==> src/rtl/ex_mem_skid_if.sv <==
// EX->MEM boundary bus: ALU-side handshake and payload, MEM-side handshake
// and payload, flush control and the branch redirect pair.
interface ex_mem_skid_if #(
    parameter int DATA_W = 32,
    parameter int RD_W   = 5
);
    logic              in_valid;
    logic              in_ready;
    logic [DATA_W-1:0] alu_y;
    logic              alu_c;
    logic              alu_v;
    logic              alu_n;
    logic              alu_zero;
    logic [RD_W-1:0]   rd;
    logic              is_branch;
    logic [2:0]        br_funct3;
    logic [DATA_W-1:0] br_target;
    logic              flush;
    logic              out_valid;
    logic              out_ready;
    logic [DATA_W-1:0] out_y;
    logic [RD_W-1:0]   out_rd;
    logic [3:0]        out_flags;
    logic              redirect;
    logic [DATA_W-1:0] redirect_pc;

    // Pipeline-register side
    modport slave (
        input  in_valid, alu_y, alu_c, alu_v, alu_n, alu_zero, rd,
               is_branch, br_funct3, br_target, flush, out_ready,
        output in_ready, out_valid, out_y, out_rd, out_flags,
               redirect, redirect_pc
    );

    // Environment side (ALU producer, MEM consumer, hazard control)
    modport master (
        output in_valid, alu_y, alu_c, alu_v, alu_n, alu_zero, rd,
               is_branch, br_funct3, br_target, flush, out_ready,
        input  in_ready, out_valid, out_y, out_rd, out_flags,
               redirect, redirect_pc
    );
endinterface

==> src/rtl/ex_mem_skid.sv <==
// EX->MEM pipeline register built as a 2-entry skid buffer (main + skid),
// with branch resolution from the ALU flags of A-B and a registered
// one-cycle redirect pulse. All outputs come straight from flops.
module ex_mem_skid #(
    parameter int DATA_W = 32,
    parameter int RD_W   = 5
) (
    input logic          clk,
    input logic          rst,
    ex_mem_skid_if.slave bus
);
    logic              main_valid_reg;
    logic [DATA_W-1:0] main_y_reg;
    logic [RD_W-1:0]   main_rd_reg;
    logic [3:0]        main_flags_reg;
    logic              skid_valid_reg;
    logic [DATA_W-1:0] skid_y_reg;
    logic [RD_W-1:0]   skid_rd_reg;
    logic [3:0]        skid_flags_reg;
    logic              redirect_reg;
    logic [DATA_W-1:0] redirect_pc_reg;

    logic       accept;
    logic       pop;
    logic       taken;
    logic [3:0] in_flags;

    // Flush drops the incoming entry, so it never counts as accepted.
    assign accept   = bus.in_valid & ~skid_valid_reg & ~bus.flush;
    assign pop      = main_valid_reg & bus.out_ready;
    assign in_flags = {bus.alu_c, bus.alu_v, bus.alu_n, bus.alu_zero};

    // Branch condition from the flags of A-B; C = 1 means no borrow.
    always_comb begin
        taken = 1'b0;
        if (bus.is_branch) begin
            case (bus.br_funct3)
                3'b000:  taken = bus.alu_zero;
                3'b001:  taken = ~bus.alu_zero;
                3'b100:  taken = bus.alu_n ^ bus.alu_v;
                3'b101:  taken = ~(bus.alu_n ^ bus.alu_v);
                3'b110:  taken = ~bus.alu_c;
                3'b111:  taken = bus.alu_c;
                default: taken = 1'b0;
            endcase
        end
    end

    // Main/skid storage: FIFO order, skid only fills when main is held.
    always_ff @(posedge clk or posedge rst) begin
        if (rst) begin
            main_valid_reg <= 1'b0;
            main_y_reg     <= '0;
            main_rd_reg    <= '0;
            main_flags_reg <= '0;
            skid_valid_reg <= 1'b0;
            skid_y_reg     <= '0;
            skid_rd_reg    <= '0;
            skid_flags_reg <= '0;
        end else if (bus.flush) begin
            main_valid_reg <= 1'b0;
            skid_valid_reg <= 1'b0;
        end else if (skid_valid_reg) begin
            // No accept possible here (in_ready is low); a pop promotes skid.
            if (pop) begin
                main_y_reg     <= skid_y_reg;
                main_rd_reg    <= skid_rd_reg;
                main_flags_reg <= skid_flags_reg;
                skid_valid_reg <= 1'b0;
            end
        end else if (main_valid_reg && !pop) begin
            // Main is held this cycle: a new entry parks in skid.
            if (accept) begin
                skid_valid_reg <= 1'b1;
                skid_y_reg     <= bus.alu_y;
                skid_rd_reg    <= bus.rd;
                skid_flags_reg <= in_flags;
            end
        end else begin
            // Main is empty or draining: a new entry goes straight to main.
            main_valid_reg <= accept;
            if (accept) begin
                main_y_reg     <= bus.alu_y;
                main_rd_reg    <= bus.rd;
                main_flags_reg <= in_flags;
            end
        end
    end

    // Redirect pulse: one cycle after a taken branch is accepted, regardless
    // of where that branch entry sits in the buffer.
    always_ff @(posedge clk or posedge rst) begin
        if (rst) begin
            redirect_reg    <= 1'b0;
            redirect_pc_reg <= '0;
        end else begin
            redirect_reg    <= accept & taken;
            redirect_pc_reg <= (accept && taken) ? bus.br_target : '0;
        end
    end

    assign bus.in_ready    = ~skid_valid_reg;
    assign bus.out_valid   = main_valid_reg;
    assign bus.out_y       = main_y_reg;
    assign bus.out_rd      = main_rd_reg;
    assign bus.out_flags   = main_flags_reg;
    assign bus.redirect    = redirect_reg;
    assign bus.redirect_pc = redirect_pc_reg;
endmodule

==> src/flat_wrapper.sv <==
// flat-port wrapper written by rule: the top's interface ports become plain ports
module ex_mem_skid_flat 
#(
    parameter int DATA_W = 32,
    parameter int RD_W   = 5
)
  (clk, rst, bus_in_valid, bus_alu_y, bus_alu_c, bus_alu_v, bus_alu_n, bus_alu_zero, bus_rd, bus_is_branch, bus_br_funct3, bus_br_target, bus_flush, bus_out_ready, bus_in_ready, bus_out_valid, bus_out_y, bus_out_rd, bus_out_flags, bus_redirect, bus_redirect_pc);
  ex_mem_skid_if #(.DATA_W(DATA_W), .RD_W(RD_W)) bus_i ();
  input logic clk;
  input logic rst;
  input wire logic [$bits(bus_i.in_valid)-1:0] bus_in_valid;
  input wire logic [$bits(bus_i.alu_y)-1:0] bus_alu_y;
  input wire logic [$bits(bus_i.alu_c)-1:0] bus_alu_c;
  input wire logic [$bits(bus_i.alu_v)-1:0] bus_alu_v;
  input wire logic [$bits(bus_i.alu_n)-1:0] bus_alu_n;
  input wire logic [$bits(bus_i.alu_zero)-1:0] bus_alu_zero;
  input wire logic [$bits(bus_i.rd)-1:0] bus_rd;
  input wire logic [$bits(bus_i.is_branch)-1:0] bus_is_branch;
  input wire logic [$bits(bus_i.br_funct3)-1:0] bus_br_funct3;
  input wire logic [$bits(bus_i.br_target)-1:0] bus_br_target;
  input wire logic [$bits(bus_i.flush)-1:0] bus_flush;
  input wire logic [$bits(bus_i.out_ready)-1:0] bus_out_ready;
  output wire logic [$bits(bus_i.in_ready)-1:0] bus_in_ready;
  output wire logic [$bits(bus_i.out_valid)-1:0] bus_out_valid;
  output wire logic [$bits(bus_i.out_y)-1:0] bus_out_y;
  output wire logic [$bits(bus_i.out_rd)-1:0] bus_out_rd;
  output wire logic [$bits(bus_i.out_flags)-1:0] bus_out_flags;
  output wire logic [$bits(bus_i.redirect)-1:0] bus_redirect;
  output wire logic [$bits(bus_i.redirect_pc)-1:0] bus_redirect_pc;
  assign bus_i.in_valid = bus_in_valid;
  assign bus_i.alu_y = bus_alu_y;
  assign bus_i.alu_c = bus_alu_c;
  assign bus_i.alu_v = bus_alu_v;
  assign bus_i.alu_n = bus_alu_n;
  assign bus_i.alu_zero = bus_alu_zero;
  assign bus_i.rd = bus_rd;
  assign bus_i.is_branch = bus_is_branch;
  assign bus_i.br_funct3 = bus_br_funct3;
  assign bus_i.br_target = bus_br_target;
  assign bus_i.flush = bus_flush;
  assign bus_i.out_ready = bus_out_ready;
  assign bus_in_ready = bus_i.in_ready;
  assign bus_out_valid = bus_i.out_valid;
  assign bus_out_y = bus_i.out_y;
  assign bus_out_rd = bus_i.out_rd;
  assign bus_out_flags = bus_i.out_flags;
  assign bus_redirect = bus_i.redirect;
  assign bus_redirect_pc = bus_i.redirect_pc;
  ex_mem_skid #(.DATA_W(DATA_W), .RD_W(RD_W)) u_core (.clk(clk), .rst(rst), .bus(bus_i));
endmodule
==> config.mk <==
export PLATFORM = sky130hd
export DESIGN_NAME = ex_mem_skid_flat
export DESIGN_NICKNAME = d
export VERILOG_FILES = /design/src/rtl/ex_mem_skid_if.sv /design/src/rtl/ex_mem_skid.sv /design/src/flat_wrapper.sv
export SDC_FILE = /design/constraint.sdc
export NUM_CORES = 1
export LEC_CHECK = 0
export BUFFER_PORTS_ARGS = -buffer_cell sky130_fd_sc_hd__buf_2
export CAP_MARGIN = 10
export CORE_UTILIZATION = 45
export CTS_CLUSTER_DIAMETER = 120
export DETAILED_ROUTE_END_ITERATION = 10
export GPL_TIMING_DRIVEN = 0
export HOLD_SLACK_MARGIN = 0.03
export PLACE_DENSITY = 0.75
export SKIP_CTS_REPAIR_TIMING = 1
export SLEW_MARGIN = 20
export SYNTH_ARGS = -nofsm -noshare
export SYNTH_HDL_FRONTEND = slang
export SYNTH_SLANG_ARGS = --single-unit
==> constraint.sdc <==
create_clock -name clk -period 3.4 [get_ports clk]
set_input_delay 0.17 -clock clk [delete_from_list [all_inputs] [get_ports clk]]
set_output_delay 0.17 -clock clk [all_outputs]
set_load 0.02 [all_outputs]
# Word level (Yosys, flattened, before mapping)
# Index checks and enable logic that the tools add are counted.
# classes
bitwise,10
n_eq_ne,9
n_mux,23
n_reduce_logical,8
# ops
operator,n
$mux W32,5
$mux W5,4
$mux W4,4
$eq A3 B3 Y1 const B,4
$mux W1,9
$reduce_and A4 Y1,2
$ne A2 B2 Y1 const B,3
$pmux W1 S6,1
$not A1 Y1,5
$and A1 B1 Y1,4
$eq A3 B1 Y1 const B,1
$logic_not A3 Y1,1
$logic_and A1 B1 Y1,2
$ne A2 B1 Y1 const B,1
$reduce_and A2 Y1,1
$reduce_bool A2 Y1,1
$logic_not A1 Y1,1
$xor A1 B1 Y1,1
# word_totals
reg_bits,117
out_inout_bits,76
input_bits,82

# Longest topological paths before layout
# depth
depth_word,7
depth_mapped,6

# Worst setup path after synthesis
# Ideal clock, no wire load.
# synth_timing
path_type,reg-to-reg
startpoint,register u_core.skid_valid_reg
endpoint,register u_core.main_flags_reg[0] (netlist: u_core.bus.out_flags[0])
setup_ns,0.126
path_stages_with_launch,6
path_slack_ns,1.860
t_arrival_ns,1.414
path_buffers,2
path_cell_list,dfrtp_1 > buf_2 > nand2b_4 > a211oi_4 > buf_2 > a21oi_1
# synth_between
elab_chain_len,5
elab_cells_between_ends,8
classes_between,eq/ne: 2; mux: 1; bitwise: 3; reduce/logical: 2
# synth_rtl
element,line_no,source
"start, declared",ex_mem_skid.sv:16,logic skid_valid_reg;
"start signal, assigned",ex_mem_skid.sv:56,skid_valid_reg <= 1'b0;
"start signal, assigned",ex_mem_skid.sv:62,skid_valid_reg <= 1'b0;
"start signal, assigned",ex_mem_skid.sv:69,skid_valid_reg <= 1'b0;
$not A1 Y1 (no source line),-,
$and A1 B1 Y1 (2 in a row),ex_mem_skid.sv:29,assign accept = bus.in_valid & ~skid_valid_reg & ~bus.flush;
$reduce_bool A2 Y1 (no source line),-,
$reduce_and A4 Y1 (no source line),-,
"end signal, assigned",ex_mem_skid.sv:68,main_flags_reg <= skid_flags_reg;
"end signal, assigned",ex_mem_skid.sv:85,main_flags_reg <= in_flags;
"end, declared",ex_mem_skid.sv:15,logic [3:0] main_flags_reg;
# Several ways; a longest one is shown, not always the timed one.
# A chain may end at the register's enable or synchronous reset.

# Worst setup path in the final report
# layout_timing
startpoint,register u_core.skid_valid_reg
endpoint,register u_core.main_valid_reg (netlist: u_core.bus.out_valid)
# layout_between
elab_chain_len,6
elab_cells_between_ends,8
classes_between,eq/ne: 1; mux: 3; bitwise: 3; reduce/logical: 1
# layout_rtl
element,line_no,source
$not A1 Y1 (no source line),-,
$and A1 B1 Y1 (2 in a row),ex_mem_skid.sv:29,
$mux W1,ex_mem_skid.sv:71,end else if (main_valid_reg && !pop) begin
$mux W1,ex_mem_skid.sv:63,end else if (skid_valid_reg) begin
$mux W1,ex_mem_skid.sv:60,end else if (bus.flush) begin
"end signal, assigned",ex_mem_skid.sv:81,main_valid_reg <= accept;
"end, declared",ex_mem_skid.sv:12,logic main_valid_reg;
# Several ways; a longest one is shown, not always the timed one. The select of a mux whose other input is x is not followed.

==> results by group <==
Outcome
  – Status: finished with violations
  – Failing checks: design-rule violations

Flow run
  – Max-cap violations: 0

Layout
  – Finished Cell Area: 0.007103 mm2
  – Commonest non-fill, non-tap cells in the layout: 169 x buf_2, 117 x dfrtp_1, 78 x dlygate4sd3_1
  – Fillers: 724
  – Area grow syn2layout: 50.03%
  – Fin nets: 730
  – Diodes inserted: 0
  – Layout cells sized above 1: 0.3767
  – Register area: 0.002928 mm2
  – Multi-input gate area: 0.001540 mm2
  – Most common cell after layout, fill and taps aside: buf_2
  – Final core occ: 0.6911

Floorplan
  – Die ar.: 0.01093 mm2
  – Die Height: 104.6 um
  – # IOs: 158
  – Initial Util: 0.4607
  – Core ar.: 0.01028 mm2
  – Die Width: 104.6 um
  – Core Rows: 37

Detailed routing
  – DRT antenna net count: 0
  – WL final: 11930 um
  – First-pass iteration count of the detailed router: 7
  – Iter 0 DRT Violations: 168
  – Drt via density: 4.898
  – DRC: 2
  – Vias after detailed routing: 3904
  – Avg WL per Cell: 14.96 um

Hold path
  – Worst hold path class: input port to flip-flop

Timing
  – Setup violations, final: 0
  – Least-Margin Pin Slew: 813.5 ps
  – Max Transition Viols Final: 0
  – FMAX: 467.2 MHz
  – Tmin final: 2140 ps
  – Final Hold Vio Count: 0
  – Final period utilization: 0.6295
  – Min setup slack post-route: 1260 ps
  – Max-Slew Margin vs Limit: 0.4577
  – RSZ-0062 raised after global routing: no
  – Clock skew: 7.712 ps

Setup path
  – WP data arrival: 2590 ps
  – CP endpoint kind: flip-flop
  – Kind of critical path: flip-flop to flip-flop
  – CP max FO: 10
  – WP data required: 3850 ps
  – Startpoint Class: flip-flop

Global routing
  – Vias in the first global route: 3601
  – Antenna violations before repair: 0
  – GR Overflow Total: 0
  – Largest net degree at the start of global routing: 67
  – First-pass GRT wire length: 16880 um
  – GRT Util Overall: 0.1991

Place
  – Number of port buffers: 157
  – GP Congestion: 0.7482
  – DP HPWL: 7348 um
  – Dpl cell area: 0.005723 mm2
  – DP Worst Slack: 1511 ps

Synthesis
  – Synth Area in Compound Gates: 0.05946
  – Largest family of logic cells by synthesized area: multiplexers
  – Fraction of synthesized area in multiplexers: 0.1842
  – Cells after synthesis: 393
  – Syn avg cell area: 12.05 um2
  – Syn Std Cell Area: 0.004735 mm2
  – Yosys warnings: 0
  – Synth cell types: 20
  – Post-synthesis register bit count: 117
  – Simple-Gate Fraction of Synth Area: 0.07796
  – Net Count, Synth: 475
  – Adder-cell share of the synthesized area: 0
  – Sequential share of the synthesized area: 0.6184
  – Xor and xnor area share after synthesis: 0.003700

CTS
  – Clock root cell: clkbuf_8
  – CTS Buf Count: 17
  – Largest buffer count on any clock path: 2
  – Worst-skew pair later-pin latency: 510 ps
  – Clock net sink count: 117
  – CTS tree: built
  – H-tree Lvls: 4
  – Clk slew on worst S/H paths: 60 ps

Power
  – Sequential power share: 0.407
  – P_int: 3167 uW
  – Net Sw Frac: 0.2696
  – Lkg Pwr: 0.003452 uW
  – P_sw: 1169 uW
  – Pwr dens: 610.4 mW/mm2
  – Gate power share: 0.183
  – Clock power share: 0.410
  – PnR Total Power: 4336 uW
  – Maximum vdd drop: 0.3362 mV
## worst max-delay path: stages, from the launching register on
cell           delay [ps]
dfrtp_1               310
buf_2                 260
buf_1                 550
o21ai_0               230
a21oi_1               170
dlygate4sd3_1         550
## path summary, 6_finish.rpt
kind	cells past startpoint	startpoint	endpoint	slack [ps]
max	5	u_core.skid_valid_reg$_DFF_PP0_	u_core.bus.out_valid$_DFFE_PP0P_	1260
min	3	bus_is_branch	u_core.bus.redirect_pc[17]$_DFF_PP0_	80
max reg2reg	5	u_core.skid_valid_reg$_DFF_PP0_	u_core.bus.out_valid$_DFFE_PP0P_	1260
min reg2reg	1	u_core.skid_y_reg[19]$_DFFE_PP0P_	u_core.skid_y_reg[19]$_DFFE_PP0P_	500
max in group asynchronous	4	rst	u_core.skid_y_reg[3]$_DFFE_PP0P_	2480
min in group asynchronous	3	rst	u_core.skid_rd_reg[0]$_DFFE_PP0P_	250
## power groups by stage
stage	Combinational (uW)	Sequential, uW	Clock, uW
6_report	795	1760	1780
5_1_grt	866	1790	1870
4_1_cts	728	1760	1810
3_5_place_dp	724	1780	0
3_3_place_gp	694	1760	0
2_1_floorplan	341	1890	0
## metrics by stage
step | TNS, ps | instances | hold slack (ps)
final | 0 | 797 | 79.91
after global placement | -119220 | 686 | 375.1
after floorplan | 0 | 393 | 233.1
after CTS | 0 | 719 | -304.0
after detailed placement | 0 | 687 | 239.7
after global routing | 0 | 797 | 108.8
## cells by family after synthesis
| group | after synthesis |
|---|---|
| DFF | 117 |
| muxes | 82 |
| xor gates and xnor gates | 2 |
| and+or+nand+nor | 83 |
| AOI/OAI and AO/OA | 50 |
| buffers and inverters | 59 |
## synth_stat cells
cell,n,area (um2)
dfrtp_1,117,2928
nor2_1,44,165.2
a21oi_1,43,215.2
mux2_2,41,461.7
mux2i_1,41,410.4
inv_1,36,135.1
nor3_1,32,160.2
buf_2,12,60.06
clkbuf_1,6,22.52
buf_6,4,45.04
nand2_1,3,11.26
nor2b_1,3,18.77
o21ai_0,3,15.01
xnor2_1,2,17.52
a211oi_1,1,7.510
a211oi_4,1,20.02
buf_1,1,3.750
nand2b_4,1,13.76
o211ai_1,1,7.510
o311ai_2,1,16.27
## metal layers
metal,vias up,GRT usage,wire [um]
met5,-,0,0
met4,0,0.06740,182
met3,19,0.07112,1005
met2,175,0.3231,5725
met1,1888,0.2471,5011
li1,1822,-,-
## layout make-up
type | instances | share of cell area
Multi-Input combinational cell | 217 | 0.2168
Tap cell | 136 | 0.02396
Clock inverter | 11 | 0.02114
Buffer | 23 | 0.01850
Timing Repair Buffer | 236 | 0.2244
Clock buffer | 21 | 0.06324
Inverter | 36 | 0.01973
Sequential cell | 117 | 0.4122
Note: power is estimated with default switching activity, not from simulation.
